### src/rtl/ad_capture.sv
// ---------------------------------------------------------------------------
// ad_capture -- serial ADC front end for one AD7476-class channel.
//
// Frames a 16-bit read (LEAD_BITS leading zeros + DATA_W data bits, MSB
// first) every SAMPLE_PERIOD clk_sys cycles while en is high. Each captured
// sample is presented on dout with a one-cycle dout_vld strobe.
//
// Ports:
//   clk_sys    in   system clock
//   rst_n      in   asynchronous active-low reset
//   en         in   enable periodic conversion
//   cs_n       out  ADC chip select, active low
//   sclk       out  ADC serial clock, idles high
//   sdata      in   ADC serial data (ADC updates on sclk falling edge)
//   dout       out  last captured sample
//   dout_vld   out  one-cycle strobe, dout valid
//   frame_err  out  one-cycle strobe with dout_vld when a leading bit was 1
//   ovr        out  sticky: a period tick arrived while not idle
//   busy       out  high while a frame is in progress
//
// Configuration macro: AD_AVG_EN -- when defined, four consecutive frames
// are averaged (boxcar, truncating) and dout_vld fires once per four frames.
// ---------------------------------------------------------------------------
module ad_capture #(
  parameter int HALF_DIV      = 2,
  parameter int SAMPLE_PERIOD = 100,
  parameter int LEAD_BITS     = 4,
  parameter int DATA_W        = 12
) (
  input  logic              clk_sys,
  input  logic              rst_n,
  input  logic              en,
  output logic              cs_n,
  output logic              sclk,
  input  logic              sdata,
  output logic [DATA_W-1:0] dout,
  output logic              dout_vld,
  output logic              frame_err,
  output logic              ovr,
  output logic              busy
);

  localparam int FRAME = LEAD_BITS + DATA_W;
  localparam int CW    = $clog2(SAMPLE_PERIOD + 1);
  localparam int HW    = $clog2(HALF_DIV + 1);
  localparam int BW    = $clog2(FRAME + 1);

  localparam logic [1:0] S_IDLE  = 2'd0;
  localparam logic [1:0] S_SETUP = 2'd1;
  localparam logic [1:0] S_SHIFT = 2'd2;
  localparam logic [1:0] S_DONE  = 2'd3;

  logic [1:0]        state_q, state_d;
  logic [CW-1:0]     cnt_q, cnt_d;
  logic [HW-1:0]     hcnt_q, hcnt_d;
  logic [BW-1:0]     bit_q, bit_d;
  logic [FRAME-1:0]  sreg_q, sreg_d;
  logic              cs_n_q, cs_n_d;
  logic              sclk_q, sclk_d;
  logic [DATA_W-1:0] dout_q, dout_d;
  logic              vld_q, vld_d;
  logic              ferr_q, ferr_d;
  logic              ovr_q, ovr_d;
  logic              busy_q, busy_d;

  logic tick;
  logic half_end;
  logic sample_err;

`ifdef AD_AVG_EN
  logic [DATA_W+1:0] acc_q, acc_d;
  logic [1:0]        ph_q, ph_d;
  logic              eacc_q, eacc_d;
  logic [DATA_W+1:0] avg_sum;

  assign avg_sum = acc_q + {2'b00, sreg_q[DATA_W-1:0]};
`endif

  assign tick       = en && (cnt_q == '0);
  assign half_end   = (hcnt_q == HW'(HALF_DIV - 1));
  assign sample_err = |sreg_q[FRAME-1:DATA_W];

  always_comb begin
    state_d = state_q;
    hcnt_d  = hcnt_q;
    bit_d   = bit_q;
    sreg_d  = sreg_q;
    cs_n_d  = cs_n_q;
    sclk_d  = sclk_q;
    dout_d  = dout_q;
    vld_d   = 1'b0;
    ferr_d  = 1'b0;
    ovr_d   = ovr_q;
    busy_d  = busy_q;
`ifdef AD_AVG_EN
    acc_d   = acc_q;
    ph_d    = ph_q;
    eacc_d  = eacc_q;
`endif

    // Period counter free-runs while enabled and parks at 0 otherwise, so
    // the first start happens the cycle after en is first seen high.
    if (!en) begin
      cnt_d = '0;
    end else if (cnt_q == CW'(SAMPLE_PERIOD - 1)) begin
      cnt_d = '0;
    end else begin
      cnt_d = cnt_q + 1'b1;
    end

    // Ticks that land outside IDLE (including DONE) are dropped and flagged.
    if (tick && (state_q != S_IDLE)) begin
      ovr_d = 1'b1;
    end

    case (state_q)
      S_IDLE: begin
        if (tick) begin
          state_d = S_SETUP;
          cs_n_d  = 1'b0;
          busy_d  = 1'b1;
          hcnt_d  = '0;
        end
      end
      S_SETUP: begin
        if (half_end) begin
          state_d = S_SHIFT;
          sclk_d  = 1'b0;
          hcnt_d  = '0;
          bit_d   = '0;
        end else begin
          hcnt_d = hcnt_q + 1'b1;
        end
      end
      S_SHIFT: begin
        if (!half_end) begin
          hcnt_d = hcnt_q + 1'b1;
        end else begin
          hcnt_d = '0;
          if (!sclk_q) begin
            // Capture on the cycle sclk is driven 0->1; data has been
            // stable since the previous falling edge.
            sclk_d = 1'b1;
            sreg_d = {sreg_q[FRAME-2:0], sdata};
          end else if (bit_q == BW'(FRAME - 1)) begin
            state_d = S_DONE;
            cs_n_d  = 1'b1;
            busy_d  = 1'b0;
          end else begin
            bit_d  = bit_q + 1'b1;
            sclk_d = 1'b0;
          end
        end
      end
      S_DONE: begin
        state_d = S_IDLE;
`ifdef AD_AVG_EN
        if (ph_q == 2'd3) begin
          dout_d = avg_sum[DATA_W+1:2];
          vld_d  = 1'b1;
          ferr_d = eacc_q | sample_err;
          acc_d  = '0;
          ph_d   = '0;
          eacc_d = 1'b0;
        end else begin
          acc_d  = avg_sum;
          ph_d   = ph_q + 1'b1;
          eacc_d = eacc_q | sample_err;
        end
`else
        dout_d = sreg_q[DATA_W-1:0];
        vld_d  = 1'b1;
        ferr_d = sample_err;
`endif
      end
      default: begin
        state_d = S_IDLE;
      end
    endcase

`ifdef AD_AVG_EN
    // Averaging restarts from an empty window whenever conversion is disabled.
    if (!en) begin
      acc_d  = '0;
      ph_d   = '0;
      eacc_d = 1'b0;
    end
`endif
  end

  always_ff @(posedge clk_sys or negedge rst_n) begin
    if (!rst_n) begin
      state_q <= S_IDLE;
      cnt_q   <= '0;
      hcnt_q  <= '0;
      bit_q   <= '0;
      sreg_q  <= '0;
      cs_n_q  <= 1'b1;
      sclk_q  <= 1'b1;
      dout_q  <= '0;
      vld_q   <= 1'b0;
      ferr_q  <= 1'b0;
      ovr_q   <= 1'b0;
      busy_q  <= 1'b0;
`ifdef AD_AVG_EN
      acc_q   <= '0;
      ph_q    <= '0;
      eacc_q  <= 1'b0;
`endif
    end else begin
      state_q <= state_d;
      cnt_q   <= cnt_d;
      hcnt_q  <= hcnt_d;
      bit_q   <= bit_d;
      sreg_q  <= sreg_d;
      cs_n_q  <= cs_n_d;
      sclk_q  <= sclk_d;
      dout_q  <= dout_d;
      vld_q   <= vld_d;
      ferr_q  <= ferr_d;
      ovr_q   <= ovr_d;
      busy_q  <= busy_d;
`ifdef AD_AVG_EN
      acc_q   <= acc_d;
      ph_q    <= ph_d;
      eacc_q  <= eacc_d;
`endif
    end
  end

  assign cs_n      = cs_n_q;
  assign sclk      = sclk_q;
  assign dout      = dout_q;
  assign dout_vld  = vld_q;
  assign frame_err = ferr_q;
  assign ovr       = ovr_q;
  assign busy      = busy_q;

endmodule

### config.mk
export PLATFORM = sky130hd
export DESIGN_NAME = ad_capture
export DESIGN_NICKNAME = d
export VERILOG_FILES = /design/src/rtl/ad_capture.sv
export SDC_FILE = /design/constraint.sdc
export NUM_CORES = 1
export LEC_CHECK = 0
export CELL_PAD_IN_SITES_DETAIL_PLACEMENT = 0
export CELL_PAD_IN_SITES_GLOBAL_PLACEMENT = 1
export CORE_MARGIN = 3
export CORE_UTILIZATION = 54
export CTS_CLUSTER_SIZE = 24
export DETAILED_ROUTE_END_ITERATION = 7
export DONT_BUFFER_PORTS = 1
export MAX_ROUTING_LAYER = met4
export PLACE_DENSITY_LB_ADDON = 0.1
export SYNTH_ARGS = -nofsm -noshare
export SYNTH_HDL_FRONTEND = slang
export SYNTH_SLANG_ARGS = --single-unit
### constraint.sdc
create_clock -name clk_sys -period 3.3 [get_ports clk_sys]
set_clock_uncertainty 0.1 [all_clocks]
set_input_delay 0.33 -clock clk_sys [delete_from_list [all_inputs] [get_ports clk_sys]]
set_output_delay 0.33 -clock clk_sys [all_outputs]
set_load 0.05 [all_outputs]
Word level (Yosys, flattened, before mapping)
Cells that the tools add are included. Widths: inputs -> output; s select.

Add/subtract/negate cells: 3. Muxes and demuxes: 33. Reductions and logical operators: 16. Bitwise logic cells: 1. Eq/ne operators: 12.

Operator list (count): $mux 5 (4); $reduce_and 5->1 (3); $mux 1 (14); $mux 2 (7); $mux 7 (2); $ne 2x2->1 const B (6); $pmux 5 s2 (1); $pmux 2 s4 (1); $reduce_bool 2->1 (4); $add 7x1->7 const B (1); $eq 7x7->1 const B (1); $logic_not 7->1 (1); $pmux 1 s2 (3); $reduce_and 3->1 (2); $add 5x1->5 const B (1); $eq 5x4->1 const B (1); $eq 2x1->1 const B (2); $eq 2x2->1 const B (2); $pmux 2 s2 (1); $reduce_or 4->1 (1); $add 2x1->2 const B (1); $logic_and 1x1->1 (2); $logic_not 2->1 (1); $reduce_and 2->1 (1); 2 further kinds (2).

Word-level logic and storage cells: 77. Bits in registers: 50. Output and inout bits: 18. Bits of input ports: 4.

Logic depth before layout (Yosys ltp)
Gate-level depths: netlist (run 1).

Word-level depth: 5. Gate-level depth with buffers: 7. Mapped depth without buffers: 7.

Worst setup path before layout (run 1)
No wires, ideal clock.

Kind: reg2reg. From: register bit_q[0]. To: register bit_q[3]. Required time: 3.131 ns. Stages on the path, launching flop included: 8. Path buffers: 0. Library setup time: 0.069 ns. Setup slack: 1.243 ns. Data arrival time: 1.888 ns. Clock period less this slack: 2.057 ns. Path through: dfrtp_1 ha_1 and3_1 ha_1 nand3b_1 a21o_1 or4_1 nand3_1.

Word-level cells in the longest chain between the ends: 5. Elaborated cells on any way between the ends: 8. Classes of those cells: add/sub (1); eq/ne (2); mux (4); reduce/logical (1).

RTL lines: from (decl) (line 56) `logic [BW-1:0] bit_q, bit_d;`; from (signal assigned) (line 214) `bit_q <= bit_d;`; $add 5x1->5 (line 150) `bit_d = bit_q + 1'b1;`; $mux 5 (line 145) `end else if (bit_q == BW'(FRAME - 1)) begin`; $mux 5 (line 140) `if (!sclk_q) begin`; $mux 5 (line 136) `if (!half_end) begin`; $pmux 5 s2 (line 116) `case (state_q)`.

Parallel ways exist; a longest one is shown, timed or not. The select of a mux whose other input is x is not followed. A chain may end at the register's enable or synchronous reset.

Worst setup path after layout (run 1)
From: register state_q[0]. To: register sreg_q[4].

Word-level cells in the longest chain between the ends: 2.

RTL lines: from (decl) (line 53) `logic [1:0] state_q, state_d;`; from (signal assigned) (line 211) `state_q <= state_d;`; $eq 2x2->1 (line 116); $reduce_and 3->1 (no line); to (signal assigned) (line 215) `sreg_q <= sreg_d;`; to (decl) (line 57) `logic [FRAME-1:0] sreg_q, sreg_d;`.

Every way passes these cells.

==> load_flow_metrics.sql, run 1 <==
INSERT INTO impl_metrics (metric_group, metric, value, unit) VALUES
('placed_design', 'routabilityCongestion', '0.835', ''),
('flow_run', 'maxCapViolations', '0', ''),
('floorplanning', 'floorplan.core_area', '3830', 'µm²'),
('critical_path', 'cp_startpoint_kind', 'register', ''),
('clock_network', 'worst_skew_pair.late_latency', '0.30', 'ns'),
('layout', 'antenna_cells_inserted', '0', ''),
('synthesis', 'post_synth.cell_area_avg', '12.5', 'µm²'),
('synthesis', 'synthesis.instances', '180', ''),
('synthesis', 'synth_sequential_area_ratio', '0.557', ''),
('pwr', 'vdd_drop_max', '0.301', 'mV'),
('critical_path', 'critPathMaxFanout', '16', ''),
('routing', 'drtIter0Drc', '94', ''),
('clock_network', 'cts_tree', 'done', ''),
('worst_hold_path', 'hold_path.startpoint', 'en', ''),
('clock_network', 'cts_buffers', '5', ''),
('clock_network', 'clk_pin_slew_worst_paths', '0.09', 'ns'),
('sta', 'post-route-period-util', '0.700', ''),
('sta', 'maxClockFrequency', '0.433', 'GHz'),
('pwr', 'p_leak', '1.13', 'nW'),
('routing', 'routedLengthMet1', '1580', 'µm'),
('synthesis', 'ys.warnings.count', '0', ''),
('floorplanning', 'die_h', '70.6', 'µm'),
('clock_network', 'post_cts_resize_count', '0', ''),
('sta', 'timing_max_transition_violations_final', '0', ''),
('synthesis', 'mappedNetlistNets', '193', ''),
('synthesis', 'synth_seq_cells', '50', ''),
('routing', 'drt_drc_violations_left', '0', ''),
('sta', 'period_needed', '2.31', 'ns'),
('routing', 'met2WireLength', '1590', 'µm'),
('placed_design', 'place.detailed.hpwl', '2360', 'µm'),
('floorplanning', 'std_cell_rows', '22', ''),
('global_route', 'antenna_found_initial', '0', ''),
('global_route', 'number_of_global_route_vias_before_repair', '1360', ''),
('floorplanning', 'floorplan.io_pins', '22', ''),
('clock_network', 'holdBufCountCts', '2', ''),
('placed_design', 'dp_slack', '0.990', 'ns'),
('critical_path', 'r2r-start', 'state_q[0]$_DFFE_PN0P_', ''),
('critical_path', 'crit_path_max_incr_delay', '0.67', 'ns'),
('routing', 'wl_met3', '242', 'µm'),
('pwr', 'report.power.total', '1.04', 'mW'),
('worst_hold_path', 'hold_class', 'input port to register', ''),
('critical_path', 'cp.arrival', '2.40', 'ns'),
('critical_path', 'crit_type', 'register to register', ''),
('sta', 'setup_viol', '0', ''),
('routing', 'number_of_detailed_routing_iterations_run_before_antenna_repair', '4', ''),
('routing', 'detailroute.via_count', '1345', ''),
('floorplanning', 'floorplan.initialDensity', '0.589', ''),
('sta', 'tightest_slew', '0.769', 'ns'),
('critical_path', 'timing.critical_path.to_type', 'register', ''),
('layout', 'nets', '195', ''),
('synthesis', 'netlist_area', '2250', 'µm²'),
('routing', 'antenna_left', '0', ''),
('clock_network', 'clk_path_buf_depth', '2', ''),
('sta', 'fin_setup_tns', '0', 'ns'),
('synthesis', 'yosysUniqueCellTypes', '46', ''),
('synthesis', 'synth_enable_flop_cells', '0', ''),
('sta', 'hold_ws', '0.0511', 'ns'),
('critical_path', 'slowest_library_cell_on_the_worst_path', 'nor3_4', ''),
('critical_path', 'cp.required', '3.39', 'ns'),
('critical_path', 'critical_path.cell_chain', 'inv_1 > ha_1 > inv_2 > nor3_4 > mux2_2', ''),
('routing', 'drt-vias-per-instance', '5.82', ''),
('global_route', 'globalRoute.totalOverflow', '0', ''),
('routing', 'top_signal_layer_used', 'met4', ''),
('clock_network', 'cts.sink_count', '50', ''),
('layout', 'layout-area-overhead-vs-synth', '6.94', '%'),
('synthesis', 'synth_top_flop_cell', 'dfrtp_1', ''),
('global_route', 'grt_start_max_net_pins', '51', ''),
('status', 'run_status', 'finished, final reports clean', ''),
('layout', 'drive_above_1_share', '0.235', ''),
('placed_design', 'portBuffers', '0', ''),
('routing', 'route.final.wire_length', '3460', 'µm');
==> per-layer routing <==
metal  track usage  vias up
met5             -        -
met4        0.0585        0
met3        0.0639        7
met2         0.240       29
met1         0.213      672
li1              -      637
==> worst max-delay path: cells and delay by family, from the launching register on <==
family | cells | cell delay [ns]
AND/OR/NAND/NOR | 1 | 0.67
adder cells (fa/ha/maj) | 1 | 0.36
buffers and inverters | 2 | 0.24
multiplexers | 1 | 0.41
flip-flops | 1 | 0.41
==> layout by cell type (no fill, tap or decap), types with 2 or more instances in the layout <==
cell,instances
dfstp_2,2
nor2_1,5
mux2i_1,2
nor3_1,2
a21oi_1,3
nand3b_1,2
nand4_1,3
inv_1,7
o21ai_1,2
clkinv_4,2
a22o_1,2
nand2_1,11
mux2_2,26
ha_1,9
xnor2_1,2
and2_1,3
dfrtp_1,48
mux2_1,2
nand2b_1,3
and3_1,3
o21ai_0,7
nand3_1,10
clkbuf_8,6
==> cell type report <==
| class | instances | area [µm²] |
|---|---|---|
| timing repair buffer | 2 | 37.5 |
| multi-input combinational | 115 | 927 |
| fill | 301 | 1420 |
| tap | 48 | 60.1 |
| clock buffer | 6 | 82.6 |
| sequential | 50 | 1250 |
| clock inverter | 2 | 17.5 |
| inverter | 8 | 30.0 |
==> state kept, by name, summed over array words and instances (netlist names) <==
| name | cells |
|---|---|
| dout_vld | 1 |
| hcnt_q | 2 |
| dout | 12 |
| cnt_q | 7 |
| ovr | 1 |
| sclk | 1 |
| bit_q | 5 |
| cs_n | 1 |
| state_q | 2 |
| busy | 1 |
| frame_err | 1 |
| sreg_q | 16 |
==> where the power goes <==
part	internal, mW	switching (mW)	leakage, nW	total (mW)
logic	0.0165	0.0217	0.449	0.0383
clock network	0.173	0.200	0.0514	0.372
registers	0.623	0.00901	0.632	0.632
==> kinds of logic (layout without fill, tap and decap cells) <==
| family | Yosys count | in the layout | synth area share |
|---|---|---|---|
| buffers and inverters | 15 | 18 | 0.0317 |
| DFF | 50 | 50 | 0.557 |
| muxes | 31 | 31 | 0.156 |
| adders and majority gates | 9 | 9 | 0.0500 |
| and+or+nand+nor | 50 | 50 | 0.128 |
| AOI/OAI and AO/OA | 23 | 23 | 0.0700 |
| xor gates and xnor gates | 2 | 2 | 0.00778 |
==> per-stage QoR <==
stage	instance area [µm²]	cells
6_report	2410	231
5_1_grt	2410	231
4_1_cts	2410	231
3_5_place_dp	2270	221
3_3_place_gp	2270	221
2_1_floorplan	2250	180
==> Yosys cell counts, types with 2 or more instances <==
master	instances	area, µm²
o21ai_0	7	35.0
mux2_2	26	293
o21ai_1	2	10.0
dfstp_2	2	52.6
mux2i_1	2	20.0
and3_1	3	18.8
inv_1	7	26.3
dfrtp_1	48	1200
nor3_1	2	10.0
and2_1	3	18.8
xnor2_1	2	17.5
nand3b_1	2	15.0
buf_2	2	10.0
mux2_1	2	22.5
nand2_1	11	41.3
ha_1	9	113
nor2_1	5	18.8
nand4_1	3	18.8
a22o_1	2	17.5
nand3_1	10	50.1
a21oi_1	3	15.0
nand2b_1	3	18.8
==> worst paths after layout <==
| kind | end | slack (ns) | cells past startpoint |
|---|---|---|---|
| max reg2reg | sreg_q[4]$_DFFE_PN0P_ | 0.99 | 5 |
| max | sreg_q[4]$_DFFE_PN0P_ | 0.99 | 5 |
| min | cnt_q[4]$_DFF_PN0_ | 0.05 | 1 |
| min reg2reg | bit_q[4]$_DFFE_PN0P_ | 0.40 | 2 |
| min in group asynchronous | frame_err$_DFF_PN0_ | 0.42 | 2 |
| max in group asynchronous | cs_n$_DFFE_PN1P_ | 2.40 | 2 |
Note: power is estimated with default switching activity, not from simulation.
==> run 2, diff against run 1 <==
- CORE_UTILIZATION: 54 -> 50
- clock period: 3.3 -> 2.23 ns (I/O delays scaled with it)
==> load_flow_metrics.sql, run 2 (synthesis results as in run 1) <==
INSERT INTO impl_metrics (metric_group, metric, value, unit) VALUES
('status', 'run_status', 'finished, final reports clean', ''),
('sta', 'setup_viol', '0', ''),
('clock_network', 'cts_tree', 'done', ''),
('critical_path', 'critPathMaxFanout', '5', ''),
('floorplanning', 'floorplan.initialDensity', '0.540', ''),
('global_route', 'grt_usage', '0.156', ''),
('critical_path', 'rr_worst_depth', '7', ''),
('sta', 'hold_viol_final', '0', ''),
('clock_network', 'cts.sink_count', '50', ''),
('global_route', 'number_of_global_route_vias_before_repair', '1319', ''),
('critical_path', 'r2r_slack', '0.12', 'ns'),
('pwr', 'power.density_cell_area', '607', 'nW/µm²'),
('global_route', 'globalRoute.totalOverflow', '0', ''),
('placed_design', 'placed_area', '2310', 'µm²'),
('layout', 'nets', '200', ''),
('worst_hold_path', 'hold_class', 'input port to register', ''),
('layout', 'most_frequent_cells_in_the_layout', 'dfrtp_1 (48), mux2_2 (26), nand2_1 (11), nand3_1 (10), ha_1 (9)', ''),
('critical_path', 'timing.critical_path.to_type', 'register', ''),
('critical_path', 'worstReg2RegEnd', 'bit_q[3]$_DFFE_PN0P_', ''),
('sta', 'tightest_slew', '0.617', 'ns'),
('clock_network', 'clk_path_buf_depth', '2', ''),
('routing', 'number_of_detailed_routing_iterations_run_before_antenna_repair', '4', ''),
('layout', 'most_common_cell_after_layout_fill_and_taps_aside', 'dfrtp_1', ''),
('floorplanning', 'die_area', '5350', 'µm²'),
('global_route', 'grt_pass1_wl', '6290', 'µm'),
('routing', 'route.final.wire_length', '3440', 'µm'),
('pwr', 'p_leak', '1.14', 'nW'),
('sta', 'hold_ws', '0.0117', 'ns'),
('sta', 'period_needed', '2.11', 'ns'),
('routing', 'antenna_left', '0', ''),
('layout', 'number_of_flip_flops_under_the_largest_register_name', '16', ''),
('worst_hold_path', 'worst_hold_endpoint', 'cnt_q[5]$_DFF_PN0_', ''),
('clock_network', 'clk_pin_slew_worst_paths', '0.09', 'ns'),
('floorplanning', 'std_cell_rows', '23', ''),
('sta', 'timing_max_transition_violations_final', '0', ''),
('routing', 'detailroute.via_count', '1338', ''),
('critical_path', 'crit_type', 'register to register', ''),
('floorplanning', 'chipWidth', '73.1', 'µm'),
('placed_design', 'portBuffers', '0', ''),
('layout', 'largest_register', 'sreg_q', ''),
('sta', 'setup_ws', '0.120', 'ns'),
('sta', 'post-route-period-util', '0.946', ''),
('placed_design', 'routabilityCongestion', '0.794', ''),
('worst_hold_path', 'hold_path.startpoint', 'en', ''),
('layout', 'fill_cells', '334', ''),
('placed_design', 'place.detailed.hpwl', '2370', 'µm'),
('critical_path', 'cp_startpoint_kind', 'register', ''),
('flow_run', 'maxCapViolations', '0', ''),
('global_route', 'grt_start_max_net_pins', '51', ''),
('critical_path', 'cp.required', '2.36', 'ns'),
('placed_design', 'dp_slack', '0.122', 'ns'),
('clock_network', 'clockRootBuffer', 'clkbuf_8', ''),
('clock_network', 'h-tree-depth', '2', ''),
('worst_hold_path', 'whs_path_depth', '2', ''),
('clock_network', 'post_cts_resize_count', '0', ''),
('critical_path', 'cp.arrival', '2.24', 'ns'),
('routing', 'drt_drc_violations_left', '0', ''),
('floorplanning', 'floorplan.core_area', '4170', 'µm²'),
('sta', 'grt_setup_unrepaired', 'false', ''),
('floorplanning', 'floorplan.io_pins', '22', ''),
('sta', 'fin_setup_tns', '0', 'ns'),
('routing', 'drtIter0Drc', '49', ''),
('layout', 'layout-area-overhead-vs-synth', '8.78', '%'),
('sta', 'maxClockFrequency', '0.474', 'GHz'),
('layout', 'finalInstanceArea', '2450', 'µm²'),
('sta', 'worst_slew_margin_rel', '0.588', ''),
('pwr', 'vdd_drop_max', '0.260', 'mV'),
('clock_network', 'cts_buffers', '5', ''),
('layout', 'drive_above_1_share', '0.241', ''),
('routing', 'drt-vias-per-instance', '5.65', ''),
('global_route', 'antenna_found_initial', '0', ''),
('clock_network', 'worst_skew_pair.late_latency', '0.29', 'ns'),
('floorplanning', 'die_h', '73.1', 'µm'),
('critical_path', 'r2r-start', 'bit_q[0]$_DFFE_PN0P_', ''),
('routing', 'wl_per_cell', '14.5', 'µm'),
('layout', 'antenna_cells_inserted', '0', '');
## run 2: changes by cell type in the layout (fill, tap and decap cells not counted), sizes merged
cell and delta:
clkinvlp +2, clkinv -2, buf +3, dlygate4sd3 +2, clkbuf -1
## run 2: timing repair
item / in CTS / in global routing
endpoints found under the hold margin: 58 / 0
setup buffers: 0 / 0
hold buffers: 4 / 0
## run 2: worst max path at each step
stage                         start                   end  slack [ns]  cells past startpoint
2_1_floorplan  bit_q[0]$_DFFE_PN0P_  bit_q[3]$_DFFE_PN0P_        0.17                      7
3_3_place_gp   bit_q[0]$_DFFE_PN0P_  bit_q[3]$_DFFE_PN0P_        0.19                      7
3_5_place_dp   bit_q[0]$_DFFE_PN0P_  bit_q[3]$_DFFE_PN0P_        0.12                      7
4_1_cts        bit_q[0]$_DFFE_PN0P_  bit_q[3]$_DFFE_PN0P_        0.12                      7
5_1_grt        bit_q[0]$_DFFE_PN0P_  bit_q[3]$_DFFE_PN0P_        0.05                      7
6_report       bit_q[0]$_DFFE_PN0P_  bit_q[3]$_DFFE_PN0P_        0.12                      7
## run 2: final cells by class
class / count / area (µm²) / share of cell area
flip-flops and latches: 50 / 1250 / 0.512
clock inverters: 2 / 15.0 / 0.00613
clock buffers: 5 / 68.8 / 0.0281
inverters: 8 / 30.0 / 0.0123
repair buffers: 7 / 92.6 / 0.0378
multi-input cells: 115 / 927 / 0.378
well taps: 50 / 62.6 / 0.0255
## run 2: power breakdown
part	total, mW	switching (mW)	internal [mW]
clock network	0.491	0.277	0.214
registers	0.935	0.0132	0.921
logic	0.0609	0.0342	0.0268
total	1.49	0.324	1.16
## run 2: worst max-delay path: stages (launching register included)
cell and delay [ns]:
dfrtp_1 0.41, ha_1 0.24, and3_1 0.19, ha_1 0.22
nand3b_1 0.17, a21o_1 0.17, or4_1 0.46, nand3_1 0.09
## run 2: per-layer routing
| layer | routed length [µm] | vias to the layer above | GRT usage |
|---|---|---|---|
| met4 | 40 | 0 | 0.0492 |
| met1 | 1610 | 657 | 0.205 |
| met2 | 1620 | 31 | 0.238 |
| li1 | - | 646 | - |
| met5 | 0 | - | - |
| met3 | 163 | 4 | 0.0399 |
## run 2: through the flow
stage,cells,utilization,total power [mW]
floorplan,180,-,0.982
global route,237,0.587,1.56
CTS,237,0.587,1.52
finish,237,0.587,1.49
detailed placement,226,0.553,0.986
global placement,226,0.553,0.984
==> run 3, diff against run 2 <==
--- a/constraint.sdc
+++ b/constraint.sdc
@@ -4,2 +4,2 @@
 set_output_delay 0.223 -clock clk_sys [all_outputs]
-set_load 0.05 [all_outputs]
+set_load 0.1 [all_outputs]
==> load_flow_metrics.sql, run 3 (synthesis results as in run 1) <==
INSERT INTO impl_metrics (metric_group, metric, value, unit) VALUES
('layout', 'most_common_cell_after_layout_fill_and_taps_aside', 'dfrtp_1', ''),
('layout', 'register_area', '1250', 'µm²'),
('clock_network', 'h-tree-depth', '2', ''),
('critical_path', 'cp.arrival', '2.21', 'ns'),
('global_route', 'number_of_global_route_vias_before_repair', '1468', ''),
('layout', 'fill_cells', '342', ''),
('critical_path', 'worstReg2RegEnd', 'bit_q[3]$_DFFE_PN0P_', ''),
('pwr', 'combinational_share_of_power', '0.041', ''),
('floorplanning', 'floorplan.initialDensity', '0.540', ''),
('floorplanning', 'floorplan.io_pins', '22', ''),
('layout', 'drive_above_1_share', '0.269', ''),
('pwr', 'report.power.total', '1.51', 'mW'),
('pwr', 'p_int', '1.17', 'mW'),
('routing', 'drt-vias-per-instance', '5.60', ''),
('routing', 'drtIter0Drc', '30', ''),
('sta', 'maxClockFrequency', '0.484', 'GHz'),
('placed_design', 'portBuffers', '0', ''),
('sta', 'hold_viol_final', '0', ''),
('layout', 'finalInstanceArea', '2500', 'µm²'),
('sta', 'fin_setup_tns', '0', 'ns'),
('clock_network', 'clockRootBuffer', 'clkbuf_8', ''),
('clock_network', 'cts.sink_count', '50', ''),
('placed_design', 'place.detailed.hpwl', '2600', 'µm'),
('routing', 'antenna_left', '0', ''),
('sta', 'post-route-period-util', '0.927', ''),
('layout', 'number_of_flip_flops_under_the_largest_register_name', '16', ''),
('global_route', 'grt_usage', '0.171', ''),
('global_route', 'antenna_found_initial', '0', ''),
('sta', 'hold_ws', '0.220', 'ns'),
('routing', 'detailroute.via_count', '1361', ''),
('clock_network', 'clk_pin_slew_worst_paths', '0.09', 'ns'),
('sta', 'worst_slew_margin_rel', '0.399', ''),
('layout', 'most_frequent_cells_in_the_layout', 'dfrtp_1 (48), mux2_2 (26), nand2_1 (11), nand3_1 (10), ha_1 (8)', ''),
('critical_path', 'timing.critical_path.to_type', 'register', ''),
('status', 'run_status', 'finished, final reports clean', ''),
('layout', 'layout-area-overhead-vs-synth', '10.8', '%'),
('routing', 'number_of_detailed_routing_iterations_run_before_antenna_repair', '4', ''),
('critical_path', 'crit_path_max_incr_delay', '0.46', 'ns'),
('routing', 'route.final.wire_length', '3750', 'µm'),
('placed_design', 'routabilityCongestion', '0.767', ''),
('global_route', 'grt_pass1_wl', '6890', 'µm'),
('clock_network', 'worst_skew_pair.late_latency', '0.30', 'ns'),
('pwr', 'power.sequential.fraction', '0.619', ''),
('sta', 'setup_ws', '0.162', 'ns'),
('layout', 'multi_input_comb_area', '930', 'µm²'),
('floorplanning', 'chipWidth', '73.1', 'µm'),
('critical_path', 'critPathMaxFanout', '5', ''),
('routing', 'met2WireLength', '1880', 'µm'),
('worst_hold_path', 'worst_hold_endpoint', 'hcnt_q[0]$_DFFE_PN0P_', ''),
('flow_run', 'maxCapViolations', '0', ''),
('pwr', 'vdd_drop_max', '0.283', 'mV'),
('placed_design', 'post-place-cells', '231', ''),
('routing', 'drt_drc_violations_left', '0', ''),
('sta', 'tightest_slew', '0.902', 'ns'),
('pwr', 'p_leak', '1.18', 'nW'),
('worst_hold_path', 'hold_path.startpoint', 'en', ''),
('routing', 'wl_met3', '148', 'µm'),
('floorplanning', 'die_h', '73.1', 'µm'),
('pwr', 'clock_group_share_of_total_power', '0.340', ''),
('sta', 'grt_setup_unrepaired', 'false', ''),
('global_route', 'globalRoute.totalOverflow', '0', ''),
('critical_path', 'slowest_library_cell_on_the_worst_path', 'or4_1', ''),
('layout', 'largest_register', 'sreg_q', ''),
('floorplanning', 'die_area', '5350', 'µm²'),
('pwr', 'power.switching_fraction', '0.226', ''),
('sta', 'period_needed', '2.07', 'ns'),
('critical_path', 'r2r_slack', '0.16', 'ns'),
('layout', 'final_cells', '243', ''),
('critical_path', 'critical_path.cell_chain', 'ha_1 > and3_1 > ha_2 > nand3b_1 > a21o_1 > or4_1 > nand3_1', ''),
('placed_design', 'dp_slack', '0.127', 'ns'),
('floorplanning', 'floorplan.core_area', '4170', 'µm²'),
('floorplanning', 'std_cell_rows', '23', ''),
('layout', 'nets', '205', ''),
('worst_hold_path', 'whs_path_depth', '4', ''),
('pwr', 'power.density_cell_area', '605', 'nW/µm²'),
('routing', 'top_signal_layer_used', 'met4', ''),
('placed_design', 'placed_area', '2350', 'µm²'),
('layout', 'final_core_utilization', '0.598', ''),
('critical_path', 'crit_type', 'register to register', ''),
('pwr', 'netSwitchingPower', '0.341', 'mW'),
('clock_network', 'cts_tree', 'done', ''),
('routing', 'wl_per_cell', '15.4', 'µm'),
('layout', 'antenna_cells_inserted', '0', ''),
('sta', 'timing_max_transition_violations_final', '0', ''),
('worst_hold_path', 'hold_class', 'input port to register', ''),
('critical_path', 'cp_startpoint_kind', 'register', ''),
('critical_path', 'rr_worst_depth', '7', ''),
('clock_network', 'cts_buffers', '5', ''),
('routing', 'routedLengthMet1', '1660', 'µm'),
('global_route', 'grt_start_max_net_pins', '51', ''),
('sta', 'setup_viol', '0', ''),
('critical_path', 'r2r-start', 'bit_q[0]$_DFFE_PN0P_', ''),
('clock_network', 'clk_path_buf_depth', '2', ''),
('critical_path', 'cp.required', '2.37', 'ns');
run 3: cell types whose count changed in the layout (fill, tap and decap cells not counted), sizes merged:
| cell | change |
|---|---|
| buf | +5 |
| clkinv | +2 |
| clkinvlp | -1 |
run 3: worst max-delay path by stage:
stage | endpoint | startpoint | slack, ns | depth (start not counted)
global placement | bit_q[3]$_DFFE_PN0P_ | bit_q[0]$_DFFE_PN0P_ | 0.19 | 7
floorplan | bit_q[3]$_DFFE_PN0P_ | sclk$_DFFE_PN1P_ | 0.11 | 5
global route | bit_q[3]$_DFFE_PN0P_ | bit_q[0]$_DFFE_PN0P_ | 0.02 | 7
finish | bit_q[3]$_DFFE_PN0P_ | bit_q[0]$_DFFE_PN0P_ | 0.16 | 7
detailed placement | bit_q[3]$_DFFE_PN0P_ | bit_q[0]$_DFFE_PN0P_ | 0.13 | 7
CTS | bit_q[3]$_DFFE_PN0P_ | bit_q[0]$_DFFE_PN0P_ | 0.11 | 7
run 3: area by class of cell:
type                       instances  area share
tap                               50      0.0251
clock buffer                       5      0.0276
inverter                           8      0.0120
sequential                        50       0.502
clock inverter                     3     0.00852
multi-input combinational        115       0.372
timing repair buffer              12      0.0521
run 3: power by group through the flow:
stage / clock network, mW / logic, mW / registers [mW]
4_1_cts: 0.539 / 0.0641 / 0.935
5_1_grt: 0.584 / 0.0720 / 0.938
2_1_floorplan: 0 / 0.0344 / 0.947
3_5_place_dp: 0 / 0.0339 / 0.953
6_report: 0.513 / 0.0620 / 0.935
3_3_place_gp: 0 / 0.0323 / 0.952
run 3: metal layers:
metal / vias to the layer above / track usage
met1: 677 / 0.209
met2: 22 / 0.278
met3: 6 / 0.0413
met4: 0 / 0.0553
met5: - / -
li1: 656 / -
run 3: repair_timing:
action	CTS	global route
resized for setup	0	1
hold buffers	4	0
setup buffers	0	0
endpoints found under the hold margin	58	0
endpoints found under the setup margin	0	1
run 3: worst max-delay path: cells and delay by family (launching register included):
family | cells | cell delay, ns
simple gates | 4 | 0.90
flops | 1 | 0.41
compound gates | 1 | 0.17
fa+ha+maj | 2 | 0.42
